<file path="config.mk">
export PLATFORM = sky130hd
export DESIGN_NAME = rank_classifier_flat
export DESIGN_NICKNAME = d
export VERILOG_FILES = /design/src/rtl/rank_classifier_if.sv /design/src/rtl/rank_classifier.sv /design/src/flat_wrapper.sv
export SDC_FILE = /design/constraint.sdc
export NUM_CORES = 1
export LEC_CHECK = 0
export BUFFER_PORTS_ARGS = -buffer_cell sky130_fd_sc_hd__buf_2
export CAP_MARGIN = 20
export CORE_MARGIN = 2
export CORE_UTILIZATION = 57
export CTS_CLUSTER_DIAMETER = 40
export CTS_CLUSTER_SIZE = 28
export DETAILED_ROUTE_END_ITERATION = 8
export HOLD_SLACK_MARGIN = 0.06
export PLACE_DENSITY_LB_ADDON = 0.05
export REMOVE_ABC_BUFFERS = 1
export SETUP_SLACK_MARGIN = 0.05
export SKIP_LAST_GASP = 1
export SYNTH_ARGS = -nofsm -noshare
export SYNTH_HDL_FRONTEND = slang
export SYNTH_SLANG_ARGS = --single-unit
export TNS_END_PERCENT = 20
</file>
<file path="constraint.sdc">
create_clock -name clk -period 5.1 [get_ports clk]
set_input_delay 1.53 -clock clk [delete_from_list [all_inputs] [get_ports clk]]
set_output_delay 1.53 -clock clk [all_outputs]
set_load 0.005 [all_outputs]
</file>
<file path="src/rtl/rank_classifier_if.sv">
// rank_classifier_if
// Bundles the per-kernel XOR score stream and the classification result.
//   master : score producer side (drives frame_start/score_valid/score_idx/score,
//            observes the result fields)
//   slave  : rank_classifier side (consumes scores, drives result fields)
// Widths: SCORE_W = $clog2(KERNEL_SIZE), IDX_W = $clog2(NUM_KERNELS).
interface rank_classifier_if #(
  parameter int NUM_KERNELS = 13,
  parameter int KERNEL_SIZE = 1120
);
  localparam int SCORE_W = $clog2(KERNEL_SIZE);
  localparam int IDX_W   = (NUM_KERNELS > 1) ? $clog2(NUM_KERNELS) : 1;

  logic               frame_start;
  logic               score_valid;
  logic [IDX_W-1:0]   score_idx;
  logic [SCORE_W-1:0] score;
  logic               result_valid;
  logic [IDX_W-1:0]   best_idx;
  logic [SCORE_W-1:0] best_score;
  logic [SCORE_W-1:0] margin;
  logic               confident;
  logic               dup_err;

  modport master (
    output frame_start, score_valid, score_idx, score,
    input  result_valid, best_idx, best_score, margin, confident, dup_err
  );

  modport slave (
    input  frame_start, score_valid, score_idx, score,
    output result_valid, best_idx, best_score, margin, confident, dup_err
  );
endinterface

</file>
<file path="src/rtl/rank_classifier.sv">
// rank_classifier
// Collects one mismatch score per rank kernel for the current card-corner
// patch, tracks the lowest (best) and second-lowest scores, and once every
// kernel has reported emits the winning rank with a confidence verdict.
//
// Ports:
//   clk  - system clock
//   rst  - synchronous, active-high reset
//   bus  - rank_classifier_if.slave
//            in : frame_start, score_valid, score_idx, score
//            out: result_valid (1-cycle pulse), best_idx, best_score, margin,
//                 confident (held until next result), dup_err (sticky)
//
// Optional feature macro: RANK_CLASSIFIER_MARGIN_EN
//   defined   : second-best tracking, margin output and MIN_MARGIN check.
//   undefined : no second-best register, margin tied to 0, confidence is
//               the reject threshold test only.
module rank_classifier #(
  parameter int NUM_KERNELS   = 13,
  parameter int KERNEL_SIZE   = 1120,
  parameter int REJECT_THRESH = 280,
  parameter int MIN_MARGIN    = 40
) (
  input  logic             clk,
  input  logic             rst,
  rank_classifier_if.slave bus
);

  localparam int SCORE_W = $clog2(KERNEL_SIZE);
  localparam int IDX_W   = (NUM_KERNELS > 1) ? $clog2(NUM_KERNELS) : 1;

  localparam logic [SCORE_W-1:0]     SCORE_MAX    = {SCORE_W{1'b1}};
  localparam logic [SCORE_W-1:0]     REJECT_LIM   = SCORE_W'(REJECT_THRESH);
  localparam logic [NUM_KERNELS-1:0] KERNEL_ONE   = NUM_KERNELS'(1);
  localparam logic [NUM_KERNELS-1:0] MASK_FULL    = {NUM_KERNELS{1'b1}};
  localparam logic [IDX_W:0]         KERNEL_COUNT = (IDX_W+1)'(NUM_KERNELS);
`ifdef RANK_CLASSIFIER_MARGIN_EN
  localparam logic [SCORE_W-1:0]     MARGIN_LIM   = SCORE_W'(MIN_MARGIN);
`endif

  typedef enum logic [1:0] {
    ST_IDLE    = 2'd0,
    ST_COLLECT = 2'd1,
    ST_DECIDE  = 2'd2
  } state_t;

  state_t               state_r;
  logic [NUM_KERNELS-1:0] mask_r;
  logic [SCORE_W-1:0]   trk_best_r;
  logic [IDX_W-1:0]     trk_idx_r;
  logic                 result_valid_r;
  logic [IDX_W-1:0]     best_idx_r;
  logic [SCORE_W-1:0]   best_score_r;
  logic [SCORE_W-1:0]   margin_r;
  logic                 confident_r;
  logic                 dup_err_r;

  logic                 clear_s;
  logic                 in_range_s;
  logic [NUM_KERNELS-1:0] onehot_s;
  logic [NUM_KERNELS-1:0] base_mask_s;
  logic [SCORE_W-1:0]   base_best_s;
  logic [IDX_W-1:0]     base_idx_s;
  logic                 accept_s;
  logic                 reject_s;
  logic                 wins_s;
  logic [NUM_KERNELS-1:0] mask_n_s;
  logic [SCORE_W-1:0]   best_n_s;
  logic [IDX_W-1:0]     idx_n_s;
  logic                 done_s;
  logic [SCORE_W-1:0]   margin_s;
  logic                 confident_s;
`ifdef RANK_CLASSIFIER_MARGIN_EN
  logic [SCORE_W-1:0]   trk_second_r;
  logic [SCORE_W-1:0]   base_second_s;
  logic [SCORE_W-1:0]   second_n_s;
`endif

  // Acceptance and best-score tracking. The DECIDE cycle and frame_start both
  // present a cleared tracker as the base, so a score arriving in either case
  // seeds the new patch in the same cycle.
  always_comb begin
    clear_s    = bus.frame_start || (state_r == ST_DECIDE);
    in_range_s = ({1'b0, bus.score_idx} < KERNEL_COUNT);
    onehot_s   = KERNEL_ONE << bus.score_idx;
    if (clear_s) begin
      base_mask_s = '0;
      base_best_s = SCORE_MAX;
      base_idx_s  = '0;
    end else begin
      base_mask_s = mask_r;
      base_best_s = trk_best_r;
      base_idx_s  = trk_idx_r;
    end
    accept_s = bus.score_valid && in_range_s && ((base_mask_s & onehot_s) == '0);
    reject_s = bus.score_valid && !accept_s;
    // Equal scores resolve to the lower kernel index regardless of arrival order.
    wins_s   = (bus.score < base_best_s) ||
               ((bus.score == base_best_s) && (bus.score_idx < base_idx_s));
    mask_n_s = base_mask_s;
    best_n_s = base_best_s;
    idx_n_s  = base_idx_s;
    if (accept_s) begin
      mask_n_s = base_mask_s | onehot_s;
      if (wins_s) begin
        best_n_s = bus.score;
        idx_n_s  = bus.score_idx;
      end else begin
        best_n_s = base_best_s;
      end
    end else begin
      mask_n_s = base_mask_s;
    end
    done_s = accept_s && (mask_n_s == MASK_FULL);
  end

  // Second-best tracking and the confidence verdict for the completing score.
  always_comb begin
`ifdef RANK_CLASSIFIER_MARGIN_EN
    if (clear_s) begin
      base_second_s = SCORE_MAX;
    end else begin
      base_second_s = trk_second_r;
    end
    second_n_s = base_second_s;
    if (accept_s && wins_s) begin
      second_n_s = base_best_s;
    end else if (accept_s && (bus.score < base_second_s)) begin
      second_n_s = bus.score;
    end else begin
      second_n_s = base_second_s;
    end
    // second never drops below best, so the subtraction cannot wrap.
    margin_s    = second_n_s - best_n_s;
    confident_s = (best_n_s <= REJECT_LIM) && (margin_s >= MARGIN_LIM);
`else
    margin_s    = '0;
    confident_s = (best_n_s <= REJECT_LIM);
`endif
  end

  // Patch FSM, tracker state, result latches and sticky error flag.
  always_ff @(posedge clk) begin
    if (rst) begin
      state_r        <= ST_IDLE;
      mask_r         <= '0;
      trk_best_r     <= SCORE_MAX;
      trk_idx_r      <= '0;
`ifdef RANK_CLASSIFIER_MARGIN_EN
      trk_second_r   <= SCORE_MAX;
`endif
      result_valid_r <= 1'b0;
      best_idx_r     <= '0;
      best_score_r   <= '0;
      margin_r       <= '0;
      confident_r    <= 1'b0;
      dup_err_r      <= 1'b0;
    end else begin
      mask_r         <= mask_n_s;
      trk_best_r     <= best_n_s;
      trk_idx_r      <= idx_n_s;
`ifdef RANK_CLASSIFIER_MARGIN_EN
      trk_second_r   <= second_n_s;
`endif
      // The result is latched on the edge that accepts the last kernel, so it
      // is visible during the DECIDE cycle.
      result_valid_r <= done_s;
      if (done_s) begin
        best_idx_r   <= idx_n_s;
        best_score_r <= best_n_s;
        margin_r     <= margin_s;
        confident_r  <= confident_s;
      end
      if (reject_s) begin
        dup_err_r <= 1'b1;
      end
      case (state_r)
        ST_IDLE: begin
          if (done_s)        state_r <= ST_DECIDE;
          else if (accept_s) state_r <= ST_COLLECT;
          else               state_r <= ST_IDLE;
        end
        ST_COLLECT: begin
          if (done_s)                state_r <= ST_DECIDE;
          else if (accept_s)         state_r <= ST_COLLECT;
          else if (bus.frame_start)  state_r <= ST_IDLE;
          else                       state_r <= ST_COLLECT;
        end
        ST_DECIDE: begin
          if (done_s)        state_r <= ST_DECIDE;
          else if (accept_s) state_r <= ST_COLLECT;
          else               state_r <= ST_IDLE;
        end
        default: state_r <= ST_IDLE;
      endcase
    end
  end

  assign bus.result_valid = result_valid_r;
  assign bus.best_idx     = best_idx_r;
  assign bus.best_score   = best_score_r;
  assign bus.margin       = margin_r;
  assign bus.confident    = confident_r;
  assign bus.dup_err      = dup_err_r;

endmodule

</file>
<file path="src/flat_wrapper.sv">
// flat-port wrapper written by rule: the top's interface ports become plain ports
module rank_classifier_flat 
#(
  parameter int NUM_KERNELS   = 13,
  parameter int KERNEL_SIZE   = 1120,
  parameter int REJECT_THRESH = 280,
  parameter int MIN_MARGIN    = 40
)
  (clk, rst, bus_frame_start, bus_score_valid, bus_score_idx, bus_score, bus_result_valid, bus_best_idx, bus_best_score, bus_margin, bus_confident, bus_dup_err);
  rank_classifier_if #(.NUM_KERNELS(NUM_KERNELS), .KERNEL_SIZE(KERNEL_SIZE)) bus_i ();
  input  logic clk;
  input  logic rst;
  input wire logic [$bits(bus_i.frame_start)-1:0] bus_frame_start;
  input wire logic [$bits(bus_i.score_valid)-1:0] bus_score_valid;
  input wire logic [$bits(bus_i.score_idx)-1:0] bus_score_idx;
  input wire logic [$bits(bus_i.score)-1:0] bus_score;
  output wire logic [$bits(bus_i.result_valid)-1:0] bus_result_valid;
  output wire logic [$bits(bus_i.best_idx)-1:0] bus_best_idx;
  output wire logic [$bits(bus_i.best_score)-1:0] bus_best_score;
  output wire logic [$bits(bus_i.margin)-1:0] bus_margin;
  output wire logic [$bits(bus_i.confident)-1:0] bus_confident;
  output wire logic [$bits(bus_i.dup_err)-1:0] bus_dup_err;
  assign bus_i.frame_start = bus_frame_start;
  assign bus_i.score_valid = bus_score_valid;
  assign bus_i.score_idx = bus_score_idx;
  assign bus_i.score = bus_score;
  assign bus_result_valid = bus_i.result_valid;
  assign bus_best_idx = bus_i.best_idx;
  assign bus_best_score = bus_i.best_score;
  assign bus_margin = bus_i.margin;
  assign bus_confident = bus_i.confident;
  assign bus_dup_err = bus_i.dup_err;
  rank_classifier #(.NUM_KERNELS(NUM_KERNELS), .KERNEL_SIZE(KERNEL_SIZE), .REJECT_THRESH(REJECT_THRESH), .MIN_MARGIN(MIN_MARGIN)) u_core (.clk(clk), .rst(rst), .bus(bus_i));
endmodule
</file>
After elaboration in Yosys (flattened, before gate mapping). Index checks and enable logic that the tools add are counted.

Magnitude comparators: 4. Equal/unequal tests: 4. Shift operators: 1. Mux-type cells: 14. Bitwise logic cells: 2. Reduce and logical (&&, ||, !) cells: 11.

Operators with widths (count): $mux W11 (3); $mux W13 (2); $and A13 B13 Y13 (1); $eq A13 B13 Y1 const B (1); $logic_not A13 Y1 (1); $or A13 B13 Y13 (1); $shl A1 B4 Y13 const A (1); $mux W4 (3); $eq A11 B11 Y1 (1); $le A11 B9 Y1 const B (1); $lt A11 B11 Y1 (1); $mux W2 (3); $logic_and A1 B1 Y1 (5); $lt A4 B4 Y1 (1); $lt A4 B4 Y1 const B (1); $pmux W2 S2 (1); $eq A2 B1 Y1 const B (1); $eq A2 B2 Y1 const B (1); $logic_not A2 Y1 (1); $logic_or A1 B1 Y1 (2); $mux W1 (2); $reduce_or A2 Y1 (1); $logic_not A1 Y1 (1).

Register bits: 48. Input bits: 19. Output and inout port bits: 29.

Depth between registers and ports, before layout. Gate-level depths: netlist of run 1.

Depth in word-level cells: 11. Mapped depth: 13.

Worst setup path after synthesis of run 1. Ideal clock, no wire load.

Kind: in2reg. From: input bus_frame_start. To: register u_core.best_idx_r[2] (netlist: u_core.bus.best_idx[2]). Library setup time: 0.086 ns. Arrival: 3.927 ns. Required time: 5.014 ns. Slack: 1.087 ns. Cell stages on the path: 13. Path buffers: 2. Cells stage by stage: inv_1 nand2_1 clkbuf_1 nor2_1 ha_1 o21ai_0 a21oi_1 a2111o_1 a31oi_1 o211ai_2 buf_4 mux2_1 a211oi_1.

Longest elaborated chain between the ends: 8. Elaborated cells between the ends (all ways): 18. Those cells by class: 2 x order compare; 2 x eq/ne; 6 x mux; 2 x bitwise; 6 x reduce/logical.

Ends and longest elaborated chain: start: declaration (RTL line flat_wrapper.sv:13) `input wire logic [$bits(bus_i.frame_start)-1:0] bus_frame_start;`; $logic_or A1 B1 Y1 (*) (RTL line rank_classifier.sv:83) `clear_s = bus.frame_start || (state_r == ST_DECIDE);`; $mux W13 (RTL line rank_classifier.sv:86) `if (clear_s) begin`; $and A13 B13 Y13 (RTL line rank_classifier.sv:95) `accept_s = bus.score_valid && in_range_s && ((base_mask_s & onehot_s) == '0);`; $logic_not A13 Y1 (RTL line rank_classifier.sv:95); $logic_and A1 B1 Y1 (RTL line rank_classifier.sv:95); $mux W13 (RTL line rank_classifier.sv:103) `if (accept_s) begin`; $eq A13 B13 Y1 (RTL line rank_classifier.sv:114) `done_s = accept_s && (mask_n_s == MASK_FULL);`; $logic_and A1 B1 Y1 (RTL line rank_classifier.sv:114); end signal: assignment (RTL line rank_classifier.sv:169) `best_idx_r <= idx_n_s;`; end: declaration (RTL line rank_classifier.sv:52) `logic [IDX_W-1:0] best_idx_r;`.

Mark *: on every way between the ends. The rest lies on a longest branch, timed or not. A chain may end at the register's enable or synchronous reset.

Final worst setup path of run 1. Same ends and word-level chain as after synthesis.

==> results of run 1 <==
-- power breakdown --
| part | internal, mW | switching, mW | total, mW | leakage, nW |
|---|---|---|---|---|
| clock | 0.0958 | 0.131 | 0.227 | 0.0479 |
| sequential | 0.385 | 0.00651 | 0.392 | 0.391 |
| combinational | 0.0441 | 0.0738 | 0.118 | 0.898 |
-- synth_stat cells, types with 2 or more instances --
library cell	instances	area (um2)
a211oi_1	6	45.0
a21oi_1	15	75.1
a22o_1	2	17.5
a31oi_1	2	12.5
a32oi_1	9	78.8
a41oi_1	6	52.6
and2_1	4	25.0
and3_1	4	25.0
and4_1	2	17.5
buf_2	3	15.0
buf_4	13	97.6
buf_6	2	22.5
clkbuf_1	14	52.6
dfxtp_1	48	961
ha_1	13	163
inv_1	19	71.3
mux2_1	3	33.8
mux2_2	13	146
mux2i_1	6	60.1
nand2_1	13	48.8
nand2b_1	15	93.8
nand3_1	6	30.0
nand4_1	3	18.8
nor2_1	33	124
nor2b_1	13	81.3
nor3_1	5	25.0
o2111a_1	2	22.5
o2111ai_1	2	17.5
o21ai_0	4	20.0
o21ai_1	11	55.1
o311ai_0	2	17.5
o41ai_1	11	96.3
or3_1	3	18.8
-- flip-flops by register name, summed over array words and instances (netlist names) --
signal,flops
u_core.mask_r,13
u_core.bus.best_score,11
u_core.trk_best_r,11
u_core.bus.best_idx,4
u_core.trk_idx_r,4
u_core.state_r,2
u_core.bus.confident,1
u_core.bus.dup_err,1
u_core.bus.result_valid,1
-- per-stage QoR --
step / area [um2] / std cells / util
after floorplan: 2830 / 315 / -
after global placement: 3110 / 423 / 0.613
after detailed placement: 3110 / 423 / 0.613
after CTS: 3200 / 431 / 0.630
after global routing: 3200 / 431 / 0.630
final: 3200 / 431 / 0.630
-- cell type report --
type | count | area share
clock buffer | 5 | 0.0215
clock inverter | 3 | 0.00587
inverter | 20 | 0.0243
multi-input combinational | 247 | 0.559
sequential | 48 | 0.301
tap | 70 | 0.0274
timing repair buffer | 38 | 0.0611
-- worst max-delay path by stage --
stage	slack, ns	from	endpoint	depth (start not counted)
2_1_floorplan	0.93	bus_frame_start	u_core.bus.best_idx[0]	9
3_3_place_gp	0.67	bus_frame_start	u_core.bus.best_idx[3]	12
3_5_place_dp	0.58	bus_frame_start	u_core.bus.best_idx[3]	12
4_1_cts	0.91	bus_frame_start	u_core.bus.best_idx[1]	12
5_1_grt	0.62	bus_frame_start	u_core.bus.best_idx[2]	12
6_report	0.87	bus_frame_start	u_core.bus.best_idx[2]	12
-- worst reg2reg max path: stages, from the launching register on --
cell,delay [ns]
dfxtp_1,0.41
nand2b_1,0.15
nand2_1,0.30
nor2_1,0.26
ha_1,0.28
o21ai_0,0.15
a21oi_1,0.06
a2111o_1,0.37
a31oi_1,0.16
o211ai_2,0.40
mux2_1,0.50
a211oi_1,0.22
-- cell families after synthesis --
logic type,count (synthesis)
buf+inv,52
simple gates,110
other cells,1
mux,23
flops,48
compound gates,89
fa+ha+maj,13
xor+xnor,1
-- layer usage --
metal | wire length, um | vias up | share of wire | GRT usage
li1 | - | 1272 | - | -
met1 | 3540 | 1172 | 0.50 | 0.404
met2 | 2870 | 107 | 0.40 | 0.337
met3 | 620 | 6 | 0.087 | 0.0521
met4 | 58 | 0 | 0.0082 | 0.0582
met5 | 0 | - | 0 | 0
==> run summary, run 1 <==
Run status = finished clean
Arrival time of the worst setup path = 4.45 ns
Starting Density = 0.587
Mapped Cells = 337
Slew HR = 0.294
Main synth FF type = dfxtp_1
Worst hold margin = 0.449 ns
Mapped cell area = 2980 um2
Synth Area in Adders = 0.0546
CP endpoint kind = flip-flop
Final WS setup = 0.868 ns
Crit path required time = 5.31 ns
Placed wire-length estimate = 5190 um
Unique masters post-synth = 63
Reg2Reg Depth = 11
Vias post-DR = 2557
Largest family of logic cells by synthesized area = compound AO/OA/AOI/OAI gates
Area grow syn2layout = 7.40%
Total wire length = 7090 um
Sum of negative setup slack = 0 ns
Avg Cell Area, Syn = 8.83 um2
Ys async rst share = 0
Number of diodes = 0
DR pass1 iterations = 4
Synthesis warning total = 0
CTS tree = built
Insertion delay to the later sink of the worst-skew pair = 0.30 ns
CTS clk-pin slew, worst paths = 0.09 ns
Clock skew = 0.00675 ns
Worst Setup Start Kind = primary input
Area of the multi-input gates = 1790 um2
Pin count of the biggest net entering global routing = 50
GRT overflow = 0
Clock root buffer = clkbuf_8
Num ports = 48
Slew @ Worst Pin = 1.05 ns
Highest cell delay on the worst timing path = 0.49 ns
CP max FO = 16
CTS sink count = 48
Worst path slowest cell = mux2_1
Post-synthesis sequential area ratio = 0.323
Post-synthesis mux area share = 0.0883
Final ANT Viol Nets = 0
Worst Hold Launch = u_core.bus.dup_err
Residual DRC = 0
Max-slew violation count = 0
Min cycle time layout = 4.23 ns
Nets@finish = 392
Final Cycle Share = 0.830
Layout cell share with drive strength beyond 1 = 0.202
First-pass GRT wire length = 11700 um
R2r startpoint = u_core.state_r[0]
CP delay by family, top = compound AO/OA/AOI/OAI gates
Via density per instance = 5.93
Rows = 26
Peak supply drop = 0.000217 V
Clock Path Buffers = 2
Worst Hold Class = reg2reg
Most frequent cells in the layout = dfxtp_1 (48), buf_2 (36), nor2_1 (33)
Xor/xnor share of the synthesized area = 0.00294
Hold Buf Count CTS = 0
Max-Cap Viols = 0
Gr usage total = 0.251
Setup violators final = 0
Commonest non-fill, non-tap cell in the layout = dfxtp_1
Final hold violation count = 0
Core region area = 5070 um2
R2r setup slk = 1.75 ns
Drt first-iter violations = 270
Max Freq = 0.236 GHz
Number of I/O port buffers = 36
PD cells = 231 nW/um2
Reg-to-reg endpoint = u_core.bus.best_idx[2]
Total Power Consumption = 737 uW
Simple-Gate Fraction of Synth Area = 0.203
DIE AREA = 5820 um2
Setup Crit Path Kind = in2reg
GP Congestion = 0.908
Post-synthesis register bit count = 48
Worst hold path stage count = 2
Drt wl/cell = 16.5 um
CTS H-Tree Depth = 2
Initial antenna violation count = 0
Complex-gate fraction of the synthesized area = 0.238
FILL cells = 482
Cts repair resizes = 0
Hold endpoint = u_core.bus.dup_err
Die height = 76.3 um
Post-Place Setup Slack = 0.577 ns
Vias in the first global route = 2257
EDFF count, synth = 0
Post-CTS setup buffer count = 0
RSZ-0062 raised after global routing = false
CP bufs+invs = 2
Seq. cell area = 961 um2
Num CTS Buffers = 5
Leakage = 1.34 nW
Die W = 76.3 um
CP cell instances = buf_2 > inv_1 > nand2_1 > nor2_1 > ha_1 > o21ai_0 > a21oi_1 > a2111o_1 > a31oi_1 > o211ai_2 > mux2_1 > a211oi_1
No activity file was read; power rests on OpenSTA's default activity.
==> inputs of run 2 (changes only) <==
--- a/config.mk
+++ b/config.mk
@@ -8,7 +8,7 @@
 export BUFFER_PORTS_ARGS = -buffer_cell sky130_fd_sc_hd__buf_2
 export CAP_MARGIN = 20
 export CORE_MARGIN = 2
-export CORE_UTILIZATION = 57
+export CORE_UTILIZATION = 51
 export CTS_CLUSTER_DIAMETER = 40
 export CTS_CLUSTER_SIZE = 28
 export DETAILED_ROUTE_END_ITERATION = 8
==> constraint.sdc (replaced) <==
create_clock -name clk -period 3.6 [get_ports clk]
set_input_delay 1.08 -clock clk [delete_from_list [all_inputs] [get_ports clk]]
set_output_delay 1.08 -clock clk [all_outputs]
set_load 0.005 [all_outputs]
==> run 2 against run 1 <==
  * Die area rose by 11%
  * Wire length rose by 7.3%
  * Critical path depth rose by 1
  * Global-route usage rose by 0.27 points
  * Final cell count rose by 5.1%
  * Count of clock-buffer cells in the layout did not move
  * Total power rose by 63%
  * Largest cell class unchanged
==> run summary, run 2 (synthesis gave the netlist of run 1 again) <==
Run status = finished clean (unchanged)
Setup crit start = bus_frame_start (unchanged)
Vias post-DR = 2643 (was 2557)
Hold Buf Count CTS = 0 (unchanged)
Placed wire-length estimate = 5750 um (was 5190 um)
Drt wl/cell = 16.8 um (was 16.5 um)
Rows = 27 (was 26)
CTS tree = built (unchanged)
Die height = 80.4 um (was 76.3 um)
Final Cycle Share = 0.924
Residual DRC = 0 (unchanged)
Via density per instance = 5.83 (was 5.93)
DR pass1 iterations = 4 (unchanged)
Inst Count DP = 446 (was 423)
Insertion delay to the later sink of the worst-skew pair = 0.31 ns (was 0.30 ns)
Num CTS Buffers = 5 (unchanged)
Nets@finish = 413 (was 392)
PD cells = 351 nW/um2 (was 231 nW/um2)
DIE AREA = 6460 um2 (was 5820 um2)
Worst Hold Class = reg2reg (unchanged)
CP endpoint kind = flip-flop (unchanged)
Max Freq = 0.301 GHz
Most frequent cells in the layout = dfxtp_1 (48), buf_2 (36), nor2_1 (33) (unchanged)
R2r setup slk = 0.64 ns (was 1.75 ns)
Commonest non-fill, non-tap cell in the layout = dfxtp_1 (unchanged)
Arrival time of the worst setup path = 3.55 ns (was 4.45 ns)
Initial antenna violation count = 0 (unchanged)
Number of I/O port buffers = 36 (unchanged)
Most flops, register = u_core.mask_r (unchanged)
CTS sink count = 48 (unchanged)
Core region area = 5570 um2 (was 5070 um2)
R2r startpoint = u_core.state_r[0] (unchanged)
RSZ-0062 raised after global routing = false (unchanged)
Min cycle time layout = 3.33 ns
Reg-to-reg endpoint = u_core.bus.best_idx[2] (unchanged)
Number of diodes = 0 (unchanged)
Gr usage total = 0.254 (was 0.251)
GRT overflow = 0 (unchanged)
Cts repair resizes = 0 (unchanged)
Finished Layout Cells = 453 (was 431)
Leakage = 1.46 nW (was 1.34 nW)
Total wire length = 7610 um (was 7090 um)
Final hold violation count = 0 (unchanged)
Sum of negative setup slack = 0 ns (unchanged)
Starting Density = 0.534 (was 0.587)
Post-CTS setup buffer count = 0 (unchanged)
Crit path capture = u_core.bus.best_idx[2] (unchanged)
Setup violators final = 0 (unchanged)
Slew HR = 0.412 (was 0.294)
Clock skew = 0.0105 ns (was 0.00675 ns)
Peak supply drop = 0.000182 V (was 0.000217 V)
First-pass GRT wire length = 12600 um (was 11700 um)
Max-slew violation count = 0 (unchanged)
Worst Setup Start Kind = primary input (unchanged)
Clock root buffer = clkbuf_8 (unchanged)
Max FFs per register = 13 (unchanged)
Pin count of the biggest net entering global routing = 29 (was 50)
Die W = 80.4 um (was 76.3 um)
GP Congestion = 0.863 (was 0.908)
Vias in the first global route = 2490 (was 2257)
Final ANT Viol Nets = 0 (unchanged)
Crit path required time = 3.82 ns (was 5.31 ns)
CP max FO = 14 (was 16)
Slew @ Worst Pin = 0.860 ns (was 1.05 ns)
Reg2Reg Depth = 12 (was 11)
CTS clk-pin slew, worst paths = 0.09 ns (about the same)
Layout cell share with drive strength beyond 1 = 0.244 (was 0.202)
Drt first-iter violations = 144 (was 270)
CTS H-Tree Depth = 2 (unchanged)
Num ports = 48 (unchanged)
Setup Crit Path Kind = in2reg (unchanged)
Clock Path Buffers = 2 (unchanged)
Max-Cap Viols = 0 (unchanged)
Area grow syn2layout = 14.6% (was 7.40%)
-- run 2: critical path, cell delays in order --
cell      delay [ns]
buf_2           0.11
inv_1           0.06
nand2_1         0.21
nor2_1          0.21
ha_1            0.26
and4_1          0.21
a21oi_1         0.21
o21ai_0         0.14
a31oi_1         0.19
o211ai_2        0.13
buf_12          0.17
mux2_1          0.33
a211oi_1        0.23
-- run 2: routing by layer --
metal	global-route usage	share of wire	up-vias
met5	0	0	-
met4	0.0678	0.012	0
met3	0.0427	0.061	8
met2	0.390	0.44	85
met1	0.367	0.49	1232
li1	-	-	1318
-- run 2: worst min path at each step --
| stage | from | to | slack, ns | depth (start not counted) |
|---|---|---|---|---|
| after floorplan | u_core.bus.dup_err | u_core.bus.dup_err | 0.44 | 2 |
| after global placement | u_core.bus.dup_err | u_core.bus.dup_err | 0.43 | 2 |
| after detailed placement | u_core.bus.dup_err | u_core.bus.dup_err | 0.44 | 2 |
| after CTS | u_core.bus.dup_err | u_core.bus.dup_err | 0.46 | 2 |
| after global routing | u_core.bus.dup_err | u_core.bus.dup_err | 0.48 | 2 |
| final | u_core.bus.dup_err | u_core.bus.dup_err | 0.45 | 2 |
-- run 2: area by class of cell --
cell class / count / area (um2)
Multi-Input combinational cell: 247 / 1790
Tap cell: 72 / 90.1
Clock inverter: 2 / 60.1
Sequential cell: 48 / 961
Fill cell: 516 / 2160
Inverter: 20 / 77.6
Clock buffer: 5 / 68.8
Timing Repair Buffer: 59 / 365
-- run 2: stage by stage --
step	util	hold WS, ns	power [mW]	area, um2	setup slack [ns]
after floorplan	-	0.436	0.667	2830	-0.118
after global placement	0.589	0.429	0.750	3280	0.0490
after detailed placement	0.589	0.443	0.750	3280	0.00203
after CTS	0.612	0.458	1.21	3410	0.304
after global routing	0.612	0.480	1.25	3410	0.0730
final	0.612	0.452	1.20	3410	0.274
-- run 2: report_power, final --
| group | switching [mW] | total (mW) | leakage [nW] | internal (mW) |
|---|---|---|---|---|
| Combinational | 0.107 | 0.185 | 1.00 | 0.0782 |
| Sequential | 0.00950 | 0.555 | 0.391 | 0.546 |
| Clock | 0.183 | 0.457 | 0.0642 | 0.273 |
==> inputs of run 3 (changes only) <==
--- a/config.mk
+++ b/config.mk
@@ -7,7 +7,7 @@
 export LEC_CHECK = 0
 export BUFFER_PORTS_ARGS = -buffer_cell sky130_fd_sc_hd__buf_2
 export CAP_MARGIN = 20
-export CORE_MARGIN = 2
+export CORE_MARGIN = 5
 export CORE_UTILIZATION = 51
 export CTS_CLUSTER_DIAMETER = 40
 export CTS_CLUSTER_SIZE = 28
==> run 3 against run 2 <==
  * Wire length rose by 1.8%
  * Total power down 4.9%
  * Clock skew decreased by 0.0020 ns
  * Non-clock buffer count fell by 3
  * Critical path depth unchanged
  * Register-to-register slack is essentially flat
  * Sequential power about the same
  * Sequential cell count is the same
  * Fmax increased by 0.30%
  * Cell area decreased by 1.5%
  * Hold slack improved by 0.0011 ns
  * Clock power down 12%
  * Critical endpoint unchanged
==> run summary, run 3 (synthesis gave the netlist of run 1 again) <==
Placed wire-length estimate = 5920 um (was 5750 um)
CTS clk-pin slew, worst paths = 0.10 ns (was 0.09 ns)
Highest cell delay on the worst timing path = 0.38 ns (was 0.33 ns)
Starting Density = 0.534 (unchanged)
Logic pwr share = 0.158 (was 0.155)
Flop pwr share = 0.488 (was 0.464)
Drt wl/cell = 17.2 um (was 16.8 um)
CP endpoint kind = flip-flop (unchanged)
Clock skew = 0.00852 ns (was 0.0105 ns)
Commonest non-fill, non-tap cell in the layout = dfxtp_1 (unchanged)
Most flops, register = u_core.mask_r (unchanged)
Gr usage total = 0.216 (was 0.254)
Rows = 27 (unchanged)
Fin util = 0.603 (was 0.612)
CTS sink count = 48 (unchanged)
Post-placement cell area = 3250 um2 (was 3280 um2)
Peak supply drop = 0.000211 V (was 0.000182 V)
DR pass1 iterations = 4 (unchanged)
Crit path required time = 3.82 ns (about the same)
Number of I/O port buffers = 36 (unchanged)
Drt first-iter violations = 209 (was 144)
CTS H-Tree Depth = 2 (unchanged)
Most frequent cells in the layout = dfxtp_1 (48), buf_2 (36), nor2_1 (33) (unchanged)
Die height = 86.4 um (was 80.4 um)
Layout cell share with drive strength beyond 1 = 0.243 (was 0.244)
DIE AREA = 7460 um2 (was 6460 um2)
Final Cycle Share = 0.921 (was 0.924)
Worst path slowest cell = a2111o_1 (was mux2_1)
Setup violators final = 0 (unchanged)
RSZ-0062 raised after global routing = false (unchanged)
Vias in the first global route = 2517 (was 2490)
Min cycle time layout = 3.32 ns (was 3.33 ns)
Setup Crit Path Kind = in2reg (unchanged)
Die W = 86.4 um (was 80.4 um)
Fin area = 3360 um2 (was 3410 um2)
Run status = finished clean (unchanged)
Slew HR = 0.529 (was 0.412)
Post-Place Setup Slack = -0.121 ns (was 0.00203 ns)
Net Sw Power = 314 uW (was 300 uW)
Residual DRC = 0 (unchanged)
Num CTS Buffers = 5 (unchanged)
Max Freq = 0.302 GHz (was 0.301 GHz)
Post-CTS setup buffer count = 0 (unchanged)
PD cells = 339 nW/um2 (was 351 nW/um2)
Internal power = 825 uW (was 897 uW)
Pin count of the biggest net entering global routing = 28 (was 29)
GP Congestion = 0.903 (was 0.863)
Nets@finish = 410 (was 413)
Cts repair resizes = 0 (unchanged)
Max-slew violation count = 0 (unchanged)
Clk pwr share = 0.354 (was 0.382)
Insertion delay to the later sink of the worst-skew pair = 0.31 ns (about the same)
Worst Setup Start Kind = primary input (unchanged)
Final WS setup = 0.284 ns (was 0.274 ns)
Initial antenna violation count = 0 (unchanged)
Number of diodes = 0 (unchanged)
Via density per instance = 6.01 (was 5.83)
Max FFs per register = 13 (unchanged)
Num ports = 48 (unchanged)
Hold Buf Count CTS = 0 (unchanged)
CP cell instances = buf_2 > inv_1 > nand2_2 > nor2_1 > ha_1 > o21ai_0 > a21oi_1 > a2111o_1 > a31oi_1 > o211ai_2 > buf_4 > mux2_1 > a211oi_1 (was buf_2 > inv_1 > nand2_1 > nor2_1 > ha_1 > and4_1 > a21oi_1 > o21ai_0 > a31oi_1 > o211ai_2 > buf_12 > mux2_1 > a211oi_1)
Worst Hold Class = reg2reg (unchanged)
CP max FO = 11 (was 14)
Leakage = 1.43 nW (was 1.46 nW)
First-pass GRT wire length = 13100 um (was 12600 um)
Vias post-DR = 2712 (was 2643)
FILL cells = 533 (was 516)
Final hold violation count = 0 (unchanged)
GRT overflow = 0 (unchanged)
Clock Path Buffers = 2 (unchanged)
Max-Cap Viols = 0 (unchanged)
CTS tree = built (unchanged)
Sw Ratio = 0.276 (was 0.251)
Total wire length = 7740 um (was 7610 um)
Arrival time of the worst setup path = 3.54 ns (was 3.55 ns)
Area grow syn2layout = 12.9% (was 14.6%)
Core region area = 5570 um2 (unchanged)
Final ANT Viol Nets = 0 (unchanged)
Clock root buffer = clkbuf_8 (unchanged)
Slew @ Worst Pin = 0.688 ns (was 0.860 ns)
==> run 3: cell count changes in the layout (fill, tap and decap cells not counted) <==
cell / previous run / this run
clkinv_2: 0 / 1
buf_12: 1 / 0
nand2_2: 0 / 1
buf_4: 22 / 20
nand2_1: 13 / 12
bufinv_16: 2 / 1
clkinvlp_4: 0 / 1
==> run 3: path summary, 6_finish.rpt <==
path                       from                endpoint  slack (ns)  cells after the start
max             bus_frame_start  u_core.bus.best_idx[2]        0.28                     13
min reg2reg  u_core.bus.dup_err      u_core.bus.dup_err        0.45                      2
max reg2reg   u_core.state_r[0]  u_core.bus.best_idx[2]        0.63                     12
min          u_core.bus.dup_err      u_core.bus.dup_err        0.45                      2
==> run 3: worst max-delay path, delay by kind of cell <==
family | cells | cell delay [ns]
multiplexers | 1 | 0.34
AND/OR/NAND/NOR | 2 | 0.33
adder cells (fa/ha/maj) | 1 | 0.27
AO/OA/AOI/OAI | 6 | 1.18
buffers and inverters | 3 | 0.34
==> run 3: stage by stage <==
stage / hold WS (ns) / TNS [ns] / total power [mW] / cells
5_1_grt: 0.495 / 0 / 1.18 / 451
3_3_place_gp: 0.428 / 0 / 0.744 / 443
2_1_floorplan: 0.436 / -0.448 / 0.667 / 315
6_report: 0.453 / 0 / 1.14 / 451
3_5_place_dp: 0.442 / -0.410 / 0.744 / 443
4_1_cts: 0.457 / 0 / 1.14 / 451
==> run 3: power groups by stage <==
| stage | Sequential [mW] | Combinational [mW] | Clock, mW |
|---|---|---|---|
| after floorplan | 0.564 | 0.102 | 0 |
| after global placement | 0.568 | 0.176 | 0 |
| after detailed placement | 0.567 | 0.177 | 0 |
| after CTS | 0.555 | 0.178 | 0.407 |
| after global routing | 0.558 | 0.199 | 0.426 |
| final | 0.555 | 0.180 | 0.404 |
==> run 3: metal layers <==
metal / wire length (um) / track usage
met1: 3780 / 0.334
met2: 3240 / 0.310
met3: 651 / 0.0418
met4: 70 / 0.0425
met5: 0 / 0
==> run 3: cell type report <==
type | instances | area, um2 | share of cell area
flip-flops and latches | 48 | 961 | 0.286
inverters | 20 | 77.6 | 0.0231
clock buffers | 5 | 68.8 | 0.0205
clock inverters | 3 | 42.5 | 0.0127
multi-input cells | 247 | 1790 | 0.533
well taps | 72 | 90.1 | 0.0268
repair buffers | 56 | 330 | 0.0983
